==> src/rtl/maxpool_flatten_collector.sv <==
// Flattens the pooled 16-channel beat stream into one frame for the FC layer.
// Define MAXPOOL_COLLECT_DOUBLE_BUF_EN for a ping-pong pair of frame banks.
module maxpool_flatten_collector #(
    parameter  int CHANNELS   = 16,
    parameter  int OUT_WIDTH  = 5,
    parameter  int OUT_HEIGHT = 5,
    localparam int NPIX       = OUT_WIDTH * OUT_HEIGHT,
    localparam int FRAME_BITS = CHANNELS * NPIX,
    localparam int CW         = $clog2(NPIX + 1)
) (
    input  logic                  clk,
    input  logic                  rst_n,
    input  logic                  valid_in,
    input  logic [CHANNELS-1:0]   pixel_in,
    output logic                  frame_valid,
    input  logic                  frame_ready,
    output logic [FRAME_BITS-1:0] frame_data,
    output logic [CW-1:0]         fill_count,
    output logic                  overflow
);

    logic [CW-1:0] fill_q;
    logic          ovf_q;
    logic          we;
    logic          last;

    assign last       = (fill_q == CW'(NPIX - 1));
    assign fill_count = fill_q;
    assign overflow   = ovf_q;

`ifdef MAXPOOL_COLLECT_DOUBLE_BUF_EN

    logic [FRAME_BITS-1:0] bank_q [2];
    logic [FRAME_BITS-1:0] bank_d [2];
    logic [1:0]            full_q;
    logic [1:0]            full_d;
    logic                  wr_q;
    logic                  rd_q;
    logic                  xfer;
    logic                  space;

    assign frame_valid = full_q[rd_q];
    assign frame_data  = bank_q[rd_q];
    assign xfer        = full_q[rd_q] && frame_ready;
    // The write bank may be the one leaving this very cycle.
    assign space       = !full_q[wr_q] || (xfer && (rd_q == wr_q));
    assign we          = valid_in && space;

    always_comb begin
        bank_d = bank_q;
        full_d = full_q;
        for (int c = 0; c < CHANNELS; c++) begin
            for (int p = 0; p < NPIX; p++) begin
                if (we && fill_q == CW'(p)) begin
                    bank_d[wr_q][c*NPIX+p] = pixel_in[c];
                end
            end
        end
        if (xfer) begin
            full_d[rd_q] = 1'b0;
        end
        if (we && last) begin
            full_d[wr_q] = 1'b1;
        end
    end

    always_ff @(posedge clk or negedge rst_n) begin
        if (!rst_n) begin
            bank_q[0] <= '0;
            bank_q[1] <= '0;
            full_q    <= '0;
            wr_q      <= 1'b0;
            rd_q      <= 1'b0;
            fill_q    <= '0;
            ovf_q     <= 1'b0;
        end else begin
            bank_q <= bank_d;
            full_q <= full_d;
            if (xfer) begin
                rd_q <= ~rd_q;
            end
            if (we) begin
                if (last) begin
                    fill_q <= '0;
                    wr_q   <= ~wr_q;
                end else begin
                    fill_q <= fill_q + CW'(1);
                end
            end else if (valid_in) begin
                ovf_q <= 1'b1;
            end
        end
    end

`else

    typedef enum logic {
        FILL,
        HOLD
    } state_e;

    state_e                state_q;
    logic [FRAME_BITS-1:0] buf_q;
    logic [FRAME_BITS-1:0] buf_d;
    logic                  fv_q;

    assign frame_valid = fv_q;
    assign frame_data  = buf_q;
    // In HOLD a beat is only accepted alongside the transfer.
    assign we = valid_in && ((state_q == FILL) || frame_ready);

    always_comb begin
        buf_d = buf_q;
        for (int c = 0; c < CHANNELS; c++) begin
            for (int p = 0; p < NPIX; p++) begin
                if (we && fill_q == CW'(p)) begin
                    buf_d[c*NPIX+p] = pixel_in[c];
                end
            end
        end
    end

    always_ff @(posedge clk or negedge rst_n) begin
        if (!rst_n) begin
            state_q <= FILL;
            buf_q   <= '0;
            fill_q  <= '0;
            fv_q    <= 1'b0;
            ovf_q   <= 1'b0;
        end else begin
            buf_q <= buf_d;
            unique case (state_q)
                FILL: begin
                    if (valid_in) begin
                        if (last) begin
                            fill_q  <= '0;
                            fv_q    <= 1'b1;
                            state_q <= HOLD;
                        end else begin
                            fill_q <= fill_q + CW'(1);
                        end
                    end
                end
                HOLD: begin
                    if (fv_q && frame_ready) begin
                        fv_q    <= 1'b0;
                        state_q <= FILL;
                        fill_q  <= valid_in ? CW'(1) : '0;
                    end else if (valid_in) begin
                        ovf_q <= 1'b1;
                    end
                end
            endcase
        end
    end

`endif

endmodule

==> config.mk <==
export PLATFORM = sky130hd
export DESIGN_NAME = maxpool_flatten_collector
export DESIGN_NICKNAME = d
export VERILOG_FILES = /design/src/rtl/maxpool_flatten_collector.sv
export SDC_FILE = /design/constraint.sdc
export NUM_CORES = 1
export LEC_CHECK = 0
export ABC_CLOCK_PERIOD_IN_PS = 2550
export CAP_MARGIN = 40
export CORE_ASPECT_RATIO = 1.4
export CORE_MARGIN = 2
export CORE_UTILIZATION = 45
export DETAILED_ROUTE_END_ITERATION = 10
export GPL_TIMING_DRIVEN = 0
export PLACE_DENSITY_LB_ADDON = 0.05
export SLEW_MARGIN = 20
export SYNTH_ARGS = -nofsm -noshare
export SYNTH_HDL_FRONTEND = slang
export SYNTH_SLANG_ARGS = --single-unit
==> constraint.sdc <==
create_clock -name clk -period 2.55 [get_ports clk]
set_input_delay 0.765 -clock clk [delete_from_list [all_inputs] [get_ports clk]]
set_output_delay 0.765 -clock clk [all_outputs]
set_load 0.01 [all_outputs]
==> impl_metrics.toml, run 1 <==
[clock_tree]
clk_latency_ns = 0.54
path_clk_slew_ns = 0.06
cts_inserted_buffers = 40
cts_hold_buffers = 0
cts_sinks = 408
root_buffer = "clkbuf_16"
clk_path_buf_depth = 3
cts_max_level = 2
cts_tree = "built"

[timing]
hold_viol = 0
worst-slew-pin-transition_ns = 0.5963
relSlewSlack_pct = 60.25
fin_tns_setup_ns = 0
period_share_pct = 95.65
final-max-slew-violation-count = 0
clock_skew_ns = 0.01992
setup_viol = 0
rsz0062_at_grt = "no"
finalCriticalPeriod_ns = 2.439
fmax_ghz = 0.4100

[placed_design]
place_inst = 1849
place_congestion = 0.8252
io_buffer_count = 426
dp_hpwl_mm = 30.76
placed_cell_area_um2 = 20830

[final_layout]
seq_area_um2 = 10210
final_cells = 1928
fin_util_pct = 63.51
fin_nets = 1471
fill_cells = 2703
area_growth_pct = 39.46
final_layout_size_suffix_gt1_share_pct = 35.83
stdcell_area_um2 = 22140
multi_input_area_um2 = 5259

[logic_synthesis]
ys_types = 39
synthMuxAreaShare_pct = 28.73
avgSynthCellArea_um2 = 16.49
yosys.area.top_type_share_pct = 64.31
synth-simple-area-share_pct = 3.475
ys.warnings.count = 0
synth_top_family_by_area = "multiplexers"
synthTopCellsByCount = "dfrtp_1, mux2_2, clkbuf_1"
syn_area_um2 = 15880
synth_edf_count = 0
synthFlopType = "dfrtp_1"
synth.area.top_cells = "dfrtp_1, mux2_2, mux2_4, mux2_1, clkbuf_1"
synth.most_common_cell = "dfrtp_1"
ys_seq_area_share_pct = 64.31
synth_xor_area_share_pct = 0
synth_largest_area_cell = "dfrtp_1"
async_reset_ff_share_pct = 100.0
synthAdderAreaFrac_pct = 0.3940
synth_compound_area_share_pct = 0.4807
synthCells = 963
ys_ff_latch = 408
syn_nets = 988

[worst_setup_path]
worst_ep_arrival_time_ns = 2.85
worst_setup_path_end_kind = "register"
crit_type = "primary input to register"
regToRegEndpoint = "frame_data[265]"
crit_start = "frame_ready"
setup.worst_path.start_class = "primary input"
r2r_slack_ns = 0.20
reg2reg_from = "fill_count[0]"
r2r_cells = 6
required_ns = 2.96
cp_max_fo = 10

[drt]
drtPass1Iterations = 4
drt_iter0_markers = 558
wl_mm = 42.05
antenna_left = 0
wl_per_cell_um = 21.81
drc = 0
via_count = 9789
via_per_inst = 5.077

[run]
cap_violations = 0

[pwr]
power.leakage_uw = 0.009882
netSwitchingFraction_pct = 30.38
p_clk_share_pct = 19.6
p_comb_share_pct = 42.3
seq_power_share_pct = 38.1
power_density_nw_per_um2 = 1286
p_sw_uw = 8648
total_power_uw = 28460
power.internal_uw = 19820
ir_drop_mv = 0.7673

[floorplan]
pin_count = 427
initial_core_util_pct = 45.54
dieArea_um2 = 36820
placementRows = 81
die_w_um = 162.7
fp.dieH_um = 226.2
core_um2 = 34860

[global_route]
met2_usage_pct = 38.11
busiest_layer = "met2"
grt_pass1_vias = 10219
grt_pass1_wl_mm = 63.60
antenna_found_initial = 1
use_met3_pct = 7.365
grt_usage_pct = 22.86
grt_max_degree = 101
globalRouteMet1Util_pct = 28.29
grt_overflow_total = 0

[min_path]
hold_class = "primary input to async pin"

[status]
status = "complete, no violations"
layout make-up:
type,count,area share [%]
Multi-Input combinational cell,477,23.75
Antenna cell,1,0.01130
Buffer,73,1.786
Clock inverter,10,0.2373
Inverter,4,0.06781
Timing Repair Buffer,442,20.19
Clock buffer,57,5.267
Sequential cell,408,46.12
Tap cell,456,2.577
power groups by stage:
| stage | Combinational (uW) | Clock [uW] | Sequential [uW] |
|---|---|---|---|
| finish | 12000 | 5570 | 10800 |
| global placement | 12000 | 0 | 10900 |
| global route | 12800 | 5990 | 11200 |
| detailed placement | 12100 | 0 | 10900 |
| CTS | 12200 | 5740 | 10900 |
| floorplan | 3570 | 0 | 12100 |
cell usage in the layout, fill, tap and decap left out, drive strengths merged, types with 2 or more instances in the layout:
cell           instances
a21o                   2
and2                   2
mux2                 400
nor2                   3
nand2b                 4
clkinv                 9
nor2b                  2
buf                   56
nor3                   8
a21oi                  4
clkdlybuf4s50        425
dfrtp                408
nor4b                  4
inv                    4
mux2i                  2
nand3                  8
nand3b                 4
nand4                 11
clkbuf                91
nand2                  6
ha                     5
and4                   2
per-layer routing:
layer / wire length [um] / part of all wire [%]
met4: 1168 / 2.8
met2: 20920 / 50
met5: 0 / 0
met3: 3449 / 8.2
met1: 16510 / 39
worst max-delay path: stages:
cell and delay, ns:
clkdlybuf4s50_1 0.55, and2b_4 0.24, buf_12 0.16, nor3_4 0.47
buf_4 0.30, mux2_2 0.36
kinds of logic (layout without fill, tap and decap cells):
family | Yosys count | in the layout
other | 0 | 1
AO/OA/AOI/OAI | 11 | 11
buffers and inverters | 78 | 586
AND/OR/NAND/NOR | 59 | 59
flip-flops | 408 | 408
multiplexers | 402 | 402
adder cells (fa/ha/maj) | 5 | 5
sequential cells by signal (all words and copies together), names as in the netlist:
name	cells
frame_valid	1
fill_count	5
frame_data	400
state_q	1
overflow	1
through the flow:
stage	setup slack, ns	hold WS [ns]
2_1_floorplan	0.3383	0.4694
3_3_place_gp	-17.23	0.4639
3_5_place_dp	-0.5976	0.4578
4_1_cts	0.004089	0.1660
5_1_grt	0.01548	0.1831
6_report	0.1110	0.1530
how the worst max path moves through the flow:
stage	end	slack [ns]
after floorplan	frame_data[129]	0.34
after global placement	frame_data[317]	-17.23
after detailed placement	frame_data[364]	-0.60
after CTS	frame_data[255]	0.004
after global routing	frame_data[297]	0.02
final	frame_data[144]	0.11
what timing repair did:
| item | CTS | global route |
|---|---|---|
| pin swaps | 2 | 4 |
| setup endpoints to repair | 20 | 69 |
| setup buffers | 3 | 9 |
| resized for setup | 0 | 2 |
Power figures use the tool's default switching activity.
==> run 2: changes to the inputs <==
ABC_CLOCK_PERIOD_IN_PS = unset   (was 2550)
==> results of run 2 <==
The final DEF is identical to that of run 1; final timing and power are the same.
